===== src/rtl/mem_stage_ctrl.sv =====
// Memory-stage controller: issues one data-memory request per load/store, stalls the pipe until ack or timeout.
// Latency: non-memory ops reach write-back 1 cycle after M entry; memory ops take at least 2 cycles.
// Backpressure: stallM (combinational) holds fetch..M while a request is outstanding; timeout aborts with sticky mem_err.
//
// Ports:
//   clk, reset (sync, active-low)
//   valid_m, MemWriteM, MemToRegM, RegWriteM, destAddM, alu_resultM, store_dataM : M-stage slot
//   dmem_req, dmem_we, dmem_addr, dmem_wdata / dmem_ack, dmem_rdata            : data-memory port
//   stallM                                                                       : pipeline freeze
//   wb_valid, wb_RegWrite, wb_MemToReg, wb_destAdd, wb_MemReadData, wb_alu_result: registered WB bundle
//   mem_err                                                                      : sticky timeout flag
module mem_stage_ctrl #(
    parameter int ADDR_W  = 12,
    parameter int TIMEOUT = 15
) (
    input  logic              clk,
    input  logic              reset,
    input  logic              valid_m,
    input  logic              MemWriteM,
    input  logic              MemToRegM,
    input  logic              RegWriteM,
    input  logic [3:0]        destAddM,
    input  logic [15:0]       alu_resultM,
    input  logic [15:0]       store_dataM,
    output logic              dmem_req,
    output logic              dmem_we,
    output logic [ADDR_W-1:0] dmem_addr,
    output logic [15:0]       dmem_wdata,
    input  logic              dmem_ack,
    input  logic [15:0]       dmem_rdata,
    output logic              stallM,
    output logic              wb_valid,
    output logic              wb_RegWrite,
    output logic              wb_MemToReg,
    output logic [3:0]        wb_destAdd,
    output logic [15:0]       wb_MemReadData,
    output logic [15:0]       wb_alu_result,
    output logic              mem_err
);

    localparam logic [0:0] S_IDLE = 1'b0;
    localparam logic [0:0] S_WAIT = 1'b1;

    logic [0:0] state;
    logic [7:0] cnt;
    logic       memop;
    logic       last_wait;

    // A slot with both strobes set is a store; dmem_we picks up MemWriteM directly.
    assign memop     = valid_m & (MemWriteM | MemToRegM);
    assign last_wait = (cnt == 8'(TIMEOUT - 1));

    // Release the stall in the cycle the request resolves (ack or final timeout cycle)
    // so the M instruction advances on the same edge the WB bundle is loaded.
    always_comb begin
        stallM = 1'b0;
        if (reset) begin
            if (state == S_IDLE)
                stallM = memop;
            else
                stallM = ~dmem_ack & ~last_wait;
        end
    end

    always_ff @(posedge clk) begin
        if (!reset) begin
            state          <= S_IDLE;
            cnt            <= 8'd0;
            dmem_req       <= 1'b0;
            dmem_we        <= 1'b0;
            dmem_addr      <= '0;
            dmem_wdata     <= 16'd0;
            wb_valid       <= 1'b0;
            wb_RegWrite    <= 1'b0;
            wb_MemToReg    <= 1'b0;
            wb_destAdd     <= 4'd0;
            wb_MemReadData <= 16'd0;
            wb_alu_result  <= 16'd0;
            mem_err        <= 1'b0;
        end else if (state == S_IDLE) begin
            if (memop) begin
                state      <= S_WAIT;
                cnt        <= 8'd0;
                dmem_req   <= 1'b1;
                dmem_we    <= MemWriteM;
                dmem_addr  <= alu_resultM[ADDR_W-1:0];
                dmem_wdata <= store_dataM;
                wb_valid   <= 1'b0;
            end else begin
                wb_valid       <= valid_m;
                wb_RegWrite    <= RegWriteM;
                wb_MemToReg    <= MemToRegM;
                wb_destAdd     <= destAddM;
                wb_alu_result  <= alu_resultM;
                wb_MemReadData <= 16'd0;
            end
        end else begin
            // M inputs are frozen by stallM while waiting, so they still describe this op.
            if (dmem_ack) begin
                state          <= S_IDLE;
                dmem_req       <= 1'b0;
                wb_valid       <= 1'b1;
                wb_RegWrite    <= RegWriteM;
                wb_MemToReg    <= MemToRegM;
                wb_destAdd     <= destAddM;
                wb_alu_result  <= alu_resultM;
                wb_MemReadData <= dmem_we ? 16'd0 : dmem_rdata;
            end else if (last_wait) begin
                // Abort: retire the slot but suppress the register write.
                state          <= S_IDLE;
                dmem_req       <= 1'b0;
                mem_err        <= 1'b1;
                wb_valid       <= 1'b1;
                wb_RegWrite    <= 1'b0;
                wb_MemToReg    <= MemToRegM;
                wb_destAdd     <= destAddM;
                wb_alu_result  <= alu_resultM;
                wb_MemReadData <= 16'd0;
            end else begin
                cnt <= cnt + 8'd1;
            end
        end
    end

endmodule


===== config.mk =====
export PLATFORM = sky130hd
export DESIGN_NAME = mem_stage_ctrl
export DESIGN_NICKNAME = d
export VERILOG_FILES = /design/src/rtl/mem_stage_ctrl.sv
export SDC_FILE = /design/constraint.sdc
export NUM_CORES = 1
export LEC_CHECK = 0
export CAP_MARGIN = 20
export CORE_MARGIN = 5
export CORE_UTILIZATION = 45
export CTS_CLUSTER_SIZE = 30
export DETAILED_ROUTE_END_ITERATION = 10
export PLACE_DENSITY = 0.94
export SLEW_MARGIN = 10
export SYNTH_ARGS = -nofsm -noshare
export SYNTH_HDL_FRONTEND = slang
export SYNTH_SLANG_ARGS = --single-unit

===== constraint.sdc =====
create_clock -name clk -period 4.9 [get_ports clk]
set_input_delay 0.98 -clock clk [delete_from_list [all_inputs] [get_ports clk]]
set_output_delay 0.98 -clock clk [all_outputs]
set_load 0.02 [all_outputs]

### Yosys cells after proc, flatten, opt, wreduce, memory -nomap -nowiden

Cells that the tools add are included.

* output and inout bits: 71
* memory bits (read-only): 0
* bits in registers: 79
* memories kept: 0
* memory bits (writable): 0
* input bits: 59
* latch bits: 0
* logic and storage cells: 69

* reduce and logical (&&, ||, !) cells: 6
* div/mod/pow operators: 0
* eq/ne operators: 5
* add/subtract/negate cells: 1
* shift operators: 0
* order comparisons: 0
* $mul: 0
* mux-type cells: 38
* bitwise logic cells: 6

Operators with widths (count)
* 16-bit 2-to-1 mux: 9
* 8-bit 2-to-1 mux: 4
* 1-bit 2-to-1 mux: 21
* 4-bit 2-to-1 mux: 4
* 8-bit by 1-bit adder with 8-bit output, second input constant: 1
* 8-bit by 4-bit == test with 1-bit output, second input constant: 1
* 2-bit != test, second input constant: 3
* 2-bit AND reduction: 3
* 3-bit AND reduction: 2
* 3-bit by 2-bit != test with 1-bit output, second input constant: 1
* 1-bit inverter: 3
* 1-bit bitwise AND: 2
* 2-bit nonzero test: 1
* 1-bit OR: 1

### Longest topological paths before layout

Gate-level depths: netlist of run 1.

* depth in word-level cells: 5
* mapped depth: 8
* gate-level depth less buffers: 6

### Worst setup path after synthesis of run 1

OpenSTA, ideal clock, no wires.

* path kind: input to output
* start point: in valid_m
* end point: out stallM
* data arrival time: 1928 ps
* cell stages on the path: 4
* path buffers: 1
* required time: 3920 ps
* setup slack: 1992 ps
* path through: nor2b_1 o21ai_1 a21oi_2 buf_2

* cells in the longest elaborated chain, start to end: 3

Ends and longest elaborated chain
* start, declared: RTL line 18 `input logic valid_m,`
* 1-bit bitwise AND: RTL line 50 `assign memop = valid_m & (MemWriteM | MemToRegM);`
* 1-bit 2-to-1 mux: RTL line 58 `if (state == S_IDLE)`
* 1-bit 2-to-1 mux: RTL line 57 `if (reset) begin`
* end, declared: RTL line 31 `output logic stallM,`

Every way passes these cells.

### Worst setup path in the final report of run 1

* start point: in dmem_ack
* end point: out stallM

* cells in the longest elaborated chain, start to end: 4

Ends and longest elaborated chain
* start, declared: RTL line 29 `input logic dmem_ack,`
* 1-bit inverter (no line)
* 1-bit bitwise AND: RTL line 61 `stallM = ~dmem_ack & ~last_wait;`
* 1-bit 2-to-1 mux: RTL line 58
* 1-bit 2-to-1 mux: RTL line 57

Every way passes these cells.

==> results.md, run 1 <==
- Status: completed
- Unrepaired setup endpoints after global routing: no
- Crit path capture type: primary output
- Number of enable flip-flop cells after synthesis: 0
- Static Leak: about 1.8 nW
- Die H: approximately 92 um
- FP Rows: 29
- IO Port Bufs: ~130
- Clock Pin Slew Worst Setup and Hold Paths: approximately 80 ps
- TritonCTS clock tree: yes
- First-pass GRT wire length: 13200 um
- Overall routing resource usage: 19.5%
- RR Startpoint: cnt[0]
- Routability congestion estimate: 0.812
- Max Cap Viol: 0
- PwrDens: 319 nW/um^2
- Ys async rst share: 0%
- DR iter-0 viols: 144
- Die Area: 8420 um^2
- Synth area leaders: dfxtp_1 53%, nand2_1 13%, mux2i_1 7.0%, a21oi_1 5.2%, a22o_1 4.7%
- Overflow after GRT: 0
- Setup TNS: 0 ps
- Dpl hpwl: just over 6000 um
- Synth top area share: a little over half
- Top cells by count, synth: 104 x nand2_1, 79 x dfxtp_1, 31 x a21oi_1
- Crit share post-route: 81.5%
- Clock H-tree levels: 3
- DRT Pass-1 Iters: 4
- Reg2reg path depth: 7
- CP arrival: between 3000 and 4000 ps
- Syn Area/Cell: between 9 and 10 um^2
- Maximum clock insertion buffer count: 2
- Area delta synth->final: 50.1%
- Post_cts resized: 0
- Synth Register Bits: 79
- CTS Root Cell: clkbuf_8
- Register-to-register setup slack: around 2200 ps
- Synth Instances: 334
- Post-layout util: a little over two thirds
- Worst-Margin Slew: around 930 ps
- Rel. slew slack: a little under two fifths
- Routed Antenna Nets: 0
- Routed WL per cell: 15.6 um
- Peak supply drop: between 0.00015 and 0.0002 V
- Distinct cell type count after synthesis: 39
- Worst hold stages: 2
- F_max: between 0.2 and 0.3 GHz
- Crit path max fanout: 17
- Final Max Tran Viols: 0
- Sink Count: between 70 and 80
- Largest net degree at the start of global routing: 52
- Cell Area, Synth: 3010 um^2
- WHS Endpoint: dmem_addr[9]
- Most used flip-flop cell after synthesis: dfxtp_1
- Setup bufs post-CTS: 0
- # diodes: 0
- Antenna violations before repair: 0
- IO Pins: 130
- Die Width: 91.8 um
- Critical path class: in -> out
- Layout Nets: between 500 and 600
- Reg2reg end: wb_alu_result[7]
- Number of global-route vias before repair: roughly 2700
- Final setup fails: 0
- Later-pin clock latency in the skew report: between 300 and 400 ps
- Fillers: ~500
- Synth area leader: dfxtp_1
- Hold-fix buffers, CTS: 0
- Vias: roughly 2800
- Post-Syn Nets: roughly 400
- Initial core utilization: 46.8%
- Seq/Total Area, Yosys: between 50% and 60%
- Yosys warning total: 0
- Most common cell in the netlist: nand2_1
- Clock skew: ~5.1 ps
- Hold path startpoint: dmem_addr[9]
- CTS buffer count: 9
- Core Box Area: between 6000 and 7000 um^2
- Layout cells sized above 1: between 6 and 7%
- DRT Wirelength: approximately 8400 um
- Hold Violations, Final: 0
- Min cycle time layout: 3990 ps
- Type of origin of the critical path: input pin
- Hold Crit Class: reg -> reg
- Post-route DRC: 0
- Data required, critical path: approximately 4000 ps
- Drt via density: around 5.3
[layout by cell type (no fill, tap or decap), types with 2 or more instances in the layout]
| master | count |
|---|---|
| clkdlybuf4s50_1 | 129 |
| nand2_1 | 104 |
| dfxtp_1 | 79 |
| a21oi_1 | 31 |
| mux2i_1 | 21 |
| a22o_1 | 16 |
| clkbuf_8 | 9 |
| nor2_1 | 7 |
| nand3_1 | 7 |
| buf_4 | 5 |
| a31oi_1 | 4 |
| inv_1 | 3 |
| nand2b_1 | 3 |
| o21ai_0 | 3 |
| o22ai_1 | 3 |
| nor2b_1 | 2 |
| and3_1 | 2 |
| nor4_1 | 2 |
| a31o_2 | 2 |
| nor3_1 | 2 |
| nand4_1 | 2 |
| ha_1 | 2 |
| clkinv_2 | 2 |
| clkinvlp_4 | 2 |
[worst max path at each step]
stage	from	end	slack, ps
finish	dmem_ack	stallM	910
CTS	dmem_ack	stallM	900
detailed placement	dmem_ack	stallM	910
global placement	dmem_ack	stallM	1020
floorplan	valid_m	stallM	1990
global route	dmem_ack	stallM	790
[layer usage]
metal	vias up	routed length, um	GRT usage (%)
li1	1382	-	-
met1	1329	3410	22.0
met2	107	4130	33.7
met3	10	738	7.53
met4	0	119	6.81
met5	-	0	0
[power by group]
group	internal, mW	switching, mW	total [mW]
logic	0.130	0.128	0.259
registers	0.676	0.0204	0.696
clock network	0.236	0.248	0.484
total	1.04	0.396	1.44
[registers in the layout, indices dropped and copies added (netlist names)]
name            flops
dmem_req            1
wb_MemToReg         1
state               1
dmem_addr          12
wb_destAdd          4
cnt                 8
dmem_wdata         16
mem_err             1
dmem_we             1
wb_RegWrite         1
wb_alu_result      16
wb_valid            1
wb_MemReadData     16
[cell families (layout without fill, tap and decap cells)]
| family | count (synthesis) | count (layout) | synth area share, % |
|---|---|---|---|
| muxes | 21 | 21 | 6.99 |
| buffers and inverters | 27 | 154 | 4.78 |
| DFF | 79 | 79 | 52.6 |
| adders and majority gates | 2 | 2 | 0.832 |
| and+or+nand+nor | 138 | 138 | 19.6 |
| AOI/OAI and AO/OA | 67 | 67 | 15.2 |
[worst max-delay path, cell delays in order]
cell and delay, ps:
clkdlybuf4s50_1 470, nor2b_1 280, o41ai_4 240, a21oi_2 170, buf_4 220, clkdlybuf4s50_1 640
[stage by stage]
| step | area [um^2] | cells | setup WS, ps | total power [mW] | hold WS [ps] |
|---|---|---|---|---|---|
| final | 4510 | 538 | 907 | 1.44 | 458 |
| after floorplan | 3010 | 334 | 1990 | 0.837 | 469 |
| after global placement | 4310 | 521 | 1020 | 0.962 | 441 |
| after global routing | 4510 | 538 | 790 | 1.50 | 474 |
| after detailed placement | 4310 | 521 | 910 | 0.969 | 448 |
| after CTS | 4500 | 537 | 903 | 1.45 | 459 |
[layout make-up]
type | instances | area (um^2) | share of cell area [%]
sequential | 79 | 1580 | 35.0
timing repair buffer | 135 | 1340 | 29.7
multi-input combinational | 228 | 1290 | 28.5
clock buffer | 9 | 124 | 2.74
tap | 77 | 96.3 | 2.13
clock inverter | 7 | 72.6 | 1.61
inverter | 3 | 11.3 | 0.249
No activity file was read; power rests on OpenSTA's default activity.
==> run 2: changes to the inputs <==
CORE_UTILIZATION = 42   (was 45)
PLACE_DENSITY = 0.89   (was 0.94)
clock period = 4 ns   (was 4.9 ns; I/O delays follow)
==> results.md, run 2 (synthesis results as in run 1) <==
- Switching part of the total: 28.2% (was 27.6%)
- Clock Pin Slew Worst Setup and Hold Paths: 80 ps (about the same)
- Setup TNS: 0 ps (unchanged)
- Die H: 94.6 um (was 91.8 um)
- WHS Endpoint: dmem_addr[3] (was dmem_addr[9])
- IO Pins: 130 (unchanged)
- Setup bufs post-CTS: 0 (unchanged)
- Top cell by count, worst path: clkdlybuf4s50_1 (unchanged)
- Data required, critical path: 3200 ps (was 3920 ps)
- Largest regs: dmem_wdata x16, wb_MemReadData x16, wb_alu_result x16 (unchanged)
- Max Cap Viol: 0 (unchanged)
- Combinational power share: 18.3% (was 18.0%)
- CP arrival: 2650 ps (was 3010 ps)
- Pre-CTS setup slack: 575 ps (was 910 ps)
- Cells along the critical path: clkdlybuf4s50_1 > nor2b_1 > o41ai_4 > a21oi_2 > clkdlybuf4s50_1 (was clkdlybuf4s50_1 > nor2b_1 > o41ai_4 > a21oi_2 > buf_4 > clkdlybuf4s50_1)
- Peak supply drop: 0.000263 V (was 0.000191 V)
- IO Port Bufs: 129 (unchanged)
- Routed WL per cell: 14.7 um (was 15.6 um)
- Register-to-register setup slack: 1710 ps (was 2180 ps)
- Psw: 0.486 mW (was 0.396 mW)
- Routability congestion estimate: 0.790 (was 0.812)
- Die Width: 94.6 um (was 91.8 um)
- Overall routing resource usage: 18.3% (was 19.5%)
- Static Leak: 1.77 nW (was 1.78 nW)
- Fillers: 557 (was 499)
- Post_cts resized: 0 (unchanged)
- Sequential power share: 49.4% (was 48.4%)
- First-pass GRT wire length: 12900 um (was 13200 um)
- Status: completed (unchanged)
- Final Max Tran Viols: 0 (unchanged)
- Worst-Margin Slew: 978 ps (was 929 ps)
- Core Box Area: 6870 um^2 (was 6420 um^2)
- Antenna violations before repair: 0 (unchanged)
- Final setup fails: 0 (unchanged)
- Final Power: 1.72 mW (was 1.44 mW)
- Later-pin clock latency in the skew report: 350 ps (about the same)
- Gr busiest metal: met2 (unchanged)
- Number of global-route vias before repair: 2745 (was 2742)
- DRT Pass-1 Iters: 5 (was 4)
- Highest-count cells in the layout ignoring fill and taps: 128 x clkdlybuf4s50_1, 104 x nand2_1, 79 x dfxtp_1 (was 129 x clkdlybuf4s50_1, 104 x nand2_1, 79 x dfxtp_1)
- DRT Wirelength: 8160 um (was 8400 um)
- Clock H-tree levels: 3 (unchanged)
- Area delta synth->final: 50.3% (was 50.1%)
- Dpl hpwl: 5960 um (was 6040 um)
- Drt via density: 5.01 (was 5.26)
- DR iter-0 viols: 118 (was 144)
- CTS buffer count: 9 (unchanged)
- Initial core utilization: 43.8% (was 46.8%)
- Crit share post-route: 86.3%
- Max stage delay on crit path: 630 ps (was 640 ps)
- Most common cell after layout, fill and taps aside: clkdlybuf4s50_1 (unchanged)
- Min cycle time layout: between 3000 and 4000 ps
- Worst hold stages: 2 (unchanged)
- Crit path max fanout: 14 (was 17)
- Type of origin of the critical path: input pin (unchanged)
- CP Depth: 5 (was 6)
- Met1 Track Usage GR: 20.6% (was 22.0%)
- Vias: 2792 (was 2828)
- Hold Violations, Final: 0 (unchanged)
- Maximum clock insertion buffer count: 2 (unchanged)
- Rel. slew slack: 34.5% (was 37.8%)
- F_max: about 0.29 GHz
- PwrDens: 381 nW/um^2 (was 319 nW/um^2)
- Slowest CP cell: clkdlybuf4s50_1 (unchanged)
- Fin Hold WS: 457 ps (was 458 ps)
- Met3 usage: 7.73% (was 7.53%)
- Unrepaired setup endpoints after global routing: no (unchanged)
- Reg2reg end: wb_alu_result[11] (was wb_alu_result[7])
- Hold-fix buffers, CTS: 0 (unchanged)
- Met2 Use GR: 30.2% (was 33.7%)
- Reg2reg path depth: 7 (unchanged)
- Layout Nets: 517 (unchanged)
- TritonCTS clock tree: yes (unchanged)
- CTS Root Cell: clkbuf_8 (unchanged)
- Overflow after GRT: 0 (unchanged)
- FP Rows: 30 (was 29)
- Final worst slack: 548 ps (was 907 ps)
- RR Startpoint: cnt[0] (unchanged)
- Layout cells sized above 1: 6.94% (was 6.72%)
- Worst Path Buf+Inv: 2 (was 3)
- Hold Crit Class: reg -> reg (unchanged)
- Die Area: 8950 um^2 (was 8420 um^2)
- Hold path startpoint: dmem_addr[3] (was dmem_addr[9])
- Critical path class: in -> out (unchanged)
- # diodes: 0 (unchanged)
- Routed Antenna Nets: 0 (unchanged)
- Post-route DRC: 0 (unchanged)
- Crit path capture type: primary output (unchanged)
- Largest net degree at the start of global routing: 52 (unchanged)
- Part of the power in the clock network: 32.3% (was 33.6%)
- Internal: 1.24 mW (was 1.04 mW)
- Crit path max-delay family: buffers and inverters (unchanged)
- Clock skew: 10.8 ps (was 5.12 ps)
- Sink Count: 79 (unchanged)
run 2: worst max path at each step:
| stage | endpoint | slack (ps) | start |
|---|---|---|---|
| detailed placement | stallM | 570 | dmem_ack |
| finish | stallM | 550 | dmem_ack |
| CTS | stallM | 570 | dmem_ack |
| global placement | stallM | 630 | dmem_ack |
| floorplan | stallM | 1450 | valid_m |
| global route | stallM | 460 | dmem_ack |
run 2: area by class of cell:
cell class	count	area [um^2]	area share, %
clock buffers	10	138	3.04
clock inverters	6	51.3	1.13
inverters	3	11.3	0.249
multi-input cells	228	1290	28.5
flip-flops and latches	79	1580	35.0
well taps	96	120	2.66
repair buffers	135	1330	29.4
run 2: routing by layer:
layer / routed length, um / part of all wire [%]
met5: 0 / 0
met4: 141 / 1.7
met3: 833 / 10
met2: 3920 / 48
met1: 3270 / 40
run 2: worst min-delay path, cell delays in order, from the launching register on:
cell     delay, ps
dfxtp_1        310
nand2_1         50
a21oi_1         50
run 2: power groups by stage:
stage	combinational [mW]	sequential, mW	clock [mW]
3_3_place_gp	0.313	0.867	0
4_1_cts	0.319	0.851	0.573
2_1_floorplan	0.108	0.917	0
6_report	0.315	0.851	0.557
3_5_place_dp	0.317	0.869	0
5_1_grt	0.338	0.857	0.611
run 2: metrics by stage:
| step | cells | util (%) | area, um^2 |
|---|---|---|---|
| floorplan | 334 | - | 3010 |
| global placement | 541 | 63.1 | 4330 |
| detailed placement | 541 | 63.1 | 4330 |
| CTS | 557 | 65.8 | 4520 |
| global route | 557 | 65.8 | 4520 |
| finish | 557 | 65.8 | 4520 |
==> run 3: changes to the inputs <==
CORE_UTILIZATION = 25   (was 42)
PLACE_DENSITY = 0.61   (was 0.89)
SLEW_MARGIN = 20   (was 10)
==> results.md, run 3 (synthesis results as in run 1) <==
- Unrepaired setup endpoints after global routing: no (unchanged)
- Type of origin of the critical path: input pin (unchanged)
- Peak supply drop: 0.000245 V (was 0.000263 V)
- Dpl cell area: 4400 um^2 (was 4330 um^2)
- CTS buffer count: 9 (unchanged)
- Critical path class: in -> out (unchanged)
- Die Width: 120 um (was 94.6 um)
- Crit path max fanout: 14 (unchanged)
- Die Area: 14300 um^2 (was 8950 um^2)
- Met3 Wirelength: 618 um (was 833 um)
- Setup TNS: 0 ps (unchanged)
- Register-to-register setup slack: 1740 ps (was 1710 ps)
- Dpl hpwl: 6180 um (was 5960 um)
- Most common cell after layout, fill and taps aside: clkdlybuf4s50_1 (unchanged)
- Status: completed (unchanged)
- DRT Pass-1 Iters: 4 (was 5)
- Reg2reg end: wb_destAdd[3] (was wb_alu_result[11])
- Max Used Layer: met4 (unchanged)
- Crit path max-delay family: buffers and inverters (unchanged)
- Core Box Area: 11900 um^2 (was 6870 um^2)
- Maximum clock insertion buffer count: 2 (unchanged)
- Number of global-route vias before repair: 2862 (was 2745)
- Hold-fix buffers, CTS: 0 (unchanged)
- Hold path startpoint: dmem_addr[11] (was dmem_addr[3])
- # diodes: 0 (unchanged)
- Antenna violations before repair: 0 (unchanged)
- Met1 WL: 3840 um (was 3270 um)
- Data required, critical path: 3200 ps (about the same)
- CTS Root Cell: clkbuf_16 (was clkbuf_8)
- Worst-Margin Slew: 953 ps (was 978 ps)
- IO Pins: 130 (unchanged)
- Highest-count cells in the layout ignoring fill and taps: 128 x clkdlybuf4s50_1, 104 x nand2_1, 79 x dfxtp_1 (unchanged)
- Routed WL per cell: 14.4 um (was 14.7 um)
- Later-pin clock latency in the skew report: 340 ps (was 350 ps)
- Overall routing resource usage: 12.5% (was 18.3%)
- Top cell by count, worst path: clkdlybuf4s50_1 (unchanged)
- Layout Nets: 517 (unchanged)
- Worst Path Buf+Inv: 2 (unchanged)
- DR iter-0 viols: 96 (was 118)
- Layout cells sized above 1: 6.74% (was 6.94%)
- Post_cts resized: 0 (unchanged)
- Initial core utilization: 25.3% (was 43.8%)
- Cells along the critical path: clkdlybuf4s50_1 > nor2b_1 > o41ai_4 > a21oi_2 > clkdlybuf4s50_1 (unchanged)
- FP Rows: 40 (was 30)
- TritonCTS clock tree: yes (unchanged)
- Final setup fails: 0 (unchanged)
- Post-route DRC: 0 (unchanged)
- Largest regs: dmem_wdata x16, wb_MemReadData x16, wb_alu_result x16 (unchanged)
- Final Max Tran Viols: 0 (unchanged)
- Min cycle time layout: 3470 ps (was 3450 ps)
- Drt via density: 4.60 (was 5.01)
- Slowest CP cell: clkdlybuf4s50_1 (unchanged)
- Vias: 2795 (was 2792)
- F_max: 0.288 GHz (was 0.290 GHz)
- Clock Pin Slew Worst Setup and Hold Paths: 60 ps (was 80 ps)
- Crit share post-route: 86.7% (was 86.3%)
- Static Leak: 1.81 nW (was 1.77 nW)
- Crit path capture type: primary output (unchanged)
- Largest net degree at the start of global routing: 52 (unchanged)
- Hold Violations, Final: 0 (unchanged)
- Fillers: 1196 (was 557)
- RR Startpoint: cnt[1] (was cnt[0])
- Routability congestion estimate: 0.777 (was 0.790)
- Clock skew: 6.68 ps (was 10.8 ps)
- Reg2reg path depth: 6 (was 7)
- Finished Cell Area: 4670 um^2 (was 4520 um^2)
- Max Cap Viol: 0 (unchanged)
- Post-layout util: 39.2% (was 65.8%)
- Setup bufs post-CTS: 0 (unchanged)
- Worst hold stages: 2 (unchanged)
- First-pass GRT wire length: 14400 um (was 12900 um)
- WHS Endpoint: dmem_addr[11] (was dmem_addr[3])
- IO Port Bufs: 129 (unchanged)
- Metal2 WL: 4170 um (was 3920 um)
- Clock H-tree levels: 3 (unchanged)
- Hold Crit Class: reg -> reg (unchanged)
- Overflow after GRT: 0 (unchanged)
- Max stage delay on crit path: 640 ps (was 630 ps)
- CP arrival: 2670 ps (was 2650 ps)
- DRT Wirelength: 8740 um (was 8160 um)
- Routed Antenna Nets: 0 (unchanged)
- Sink Count: 79 (unchanged)
- PwrDens: 413 nW/um^2 (was 381 nW/um^2)
- Area delta synth->final: 55.2% (was 50.3%)
- Die H: 120 um (was 94.6 um)
- Rel. slew slack: 36.2% (was 34.5%)
## run 3: routing by layer
layer / vias up / track usage [%]
li1: 1382 / -
met1: 1329 / 14.9
met2: 75 / 20.5
met3: 9 / 5.14
met4: 0 / 3.87
met5: - / 0
## run 3: metrics by stage
stage                     worst slack, ps  cells  hold slack [ps]  power, mW
after floorplan                      1450    334              469       1.03
after detailed placement              550    592              447       1.19
after global placement                602    592              443       1.19
final                                 531    607              453       1.93
after CTS                             519    607              455       1.97
after global routing                  456    607              477       2.02
## run 3: area by class of cell
| type | instances | area, um^2 | area share (%) |
|---|---|---|---|
| Inverter | 3 | 11.3 | 0.241 |
| Multi-Input combinational cell | 228 | 1290 | 27.6 |
| Timing Repair Buffer | 135 | 1330 | 28.5 |
| Clock buffer | 10 | 239 | 5.12 |
| Sequential cell | 79 | 1580 | 33.9 |
| Clock inverter | 5 | 33.8 | 0.723 |
| Tap cell | 147 | 184 | 3.94 |
## run 3: how the worst max path moves through the flow
stage | start | endpoint | slack [ps] | cells after the start
CTS | dmem_ack | stallM | 520 | 5
global placement | dmem_ack | stallM | 600 | 5
floorplan | valid_m | stallM | 1450 | 4
global route | dmem_ack | stallM | 460 | 5
finish | dmem_ack | stallM | 530 | 5
detailed placement | dmem_ack | stallM | 550 | 5
## run 3: worst min-delay path: cells and delay by family, from the launching register on
family           cells  cell delay, ps
AND/OR/NAND/NOR      1              50
AO/OA/AOI/OAI        1              50
flip-flops           1             300
## run 3: where the power goes
part / leakage, nW / internal, mW / switching (mW)
clock network: 0.131 / 0.433 / 0.322
registers: 0.647 / 0.829 / 0.0242
logic: 1.03 / 0.158 / 0.159
==> RTL edit, RTL diff (config.mk and constraints of run 2) <==
`ADDR_W`: 12 -> 13.
--- a/src/rtl/mem_stage_ctrl.sv
+++ b/src/rtl/mem_stage_ctrl.sv
@@ -11,5 +11,5 @@
 //   mem_err                                                                      : sticky timeout flag
 module mem_stage_ctrl #(
-    parameter int ADDR_W  = 12,
+    parameter int ADDR_W  = 13,
     parameter int TIMEOUT = 15
 ) (
Ports: changed (resized dmem_addr); port bits go from 130 to 131. No check against the original RTL was run, so the function may have changed too.
==> RTL edit against run 2 <==
Clock power rose by 12%. Sequential share of layout area fell by 0.060 points. Sequential power rose by 1%. Final cell count rose by 1.4%. Clock skew fell by 0.0034 ns. Routed wire length rose by 1.4%. Design area rose by 1.4%. Sequential cell count rose by 1. Setup slack improved by 0.0051 ns. Synthesized area rose by 1.1%. Total power rose by 4.6%. Register-to-register slack got worse by 0.17 ns.
==> RTL edit: results (changes against run 2) <==
metric,value,unit,change
Mapped Nets,399,,+1.0%
wire length of the first global-routing pass,12900,um,-0.33%
source of the worst hold timing path,dmem_wdata[9],,
number of cells in the design after placement,549,,+1.5%
Mean Syn Cell Area,9.00,sq um,-0.11%
Post-DP HPWL,5910,um,-0.85%
global placer's final weighted congestion,0.807,,+2.1%
count of fill cells added during filler insertion,605,,+8.6%
proportion of layout cells with a drive suffix above 1,6.87,%,-0.074 points
Worst Hold Path EP,dmem_wdata[9],,
"count of placed standard cells in the final layout, fillers left out",565,,+1.4%
number of design-rule violations left by the first detailed-router iteration,142,,+20%
global-route total usage across every layer,18.2,%,-0.099 points
leakage power,1.80,nW,+1.7%
worst clock skew,0.00734,ns,-0.00342 ns
endpoint of the most critical register-to-register path,wb_alu_result[4],,
portion of the post-synthesis area used by sequential elements,52.7,%,+0.096 points
cells taking the most area after synthesis,"sky130_fd_sc_hd__dfxtp_1, sky130_fd_sc_hd__nand2_1, sky130_fd_sc_hd__mux2i_1",,
total number of vias,2836,,+1.6%
Routed WL,8270,um,+1.4%
number of nets in the final layout,522,,+0.97%
length of the first detailed-routing pass in iterations,4,,-1
input/output buffers,130,,+0.78%
flop-to-flop setup slack,1.54,ns,-0.17 ns
outcome,"complete, no violations",,
[RTL edit: changes by cell type after synthesis]
cell | run 2 | this run
sky130_fd_sc_hd__buf_2 | 6 | 3
sky130_fd_sc_hd__clkbuf_1 | 14 | 17
sky130_fd_sc_hd__nand2_1 | 104 | 106
sky130_fd_sc_hd__a21oi_1 | 31 | 32
sky130_fd_sc_hd__buf_1 | 1 | 0
sky130_fd_sc_hd__buf_4 | 0 | 1
sky130_fd_sc_hd__dfxtp_1 | 79 | 80
[RTL edit: metal layers]
metal	vias to the layer above	share of wire (%)	GRT usage [%]	routed length (um)
met4	0	1.7	6.85	141
met1	1330	42	21.1	3470
li1	1397	-	-	-
met3	12	8.3	6.71	684
met2	97	48	30.4	3980
met5	-	0	0	0
[RTL edit: layout make-up]
type	instances	area [sq um]	share of cell area, %
tap	99	124	2.70
clock inverter	7	83.8	1.83
sequential	80	1600	34.9
multi-input combinational	231	1300	28.4
inverter	3	11.3	0.245
clock buffer	9	124	2.70
timing repair buffer	136	1340	29.2
[RTL edit: report_power, final]
part | total [W] | switching, W | internal (W)
Sequential | 0.000863 | 0.0000240 | 0.000839
Clock | 0.000622 | 0.000321 | 0.000300
Combinational | 0.000318 | 0.000159 | 0.000160
[RTL edit: cells by family (layout without fill, tap and decap cells)]
kind of cell    count (synthesis)  in the layout  share of synthesized area [%]
compound gates                 68             68                           15.2
buf+inv                        27            155                           4.73
mux                            21             21                           6.91
flops                          80             80                           52.7
simple gates                  140            140                           19.7
fa+ha+maj                       2              2                          0.823
[RTL edit: tightest hold or removal path, cell delays in order, from the launching register on]
cell and delay, ns:
sky130_fd_sc_hd__dfxtp_1 0.32, sky130_fd_sc_hd__nand2_1 0.05, sky130_fd_sc_hd__a21oi_1 0.05
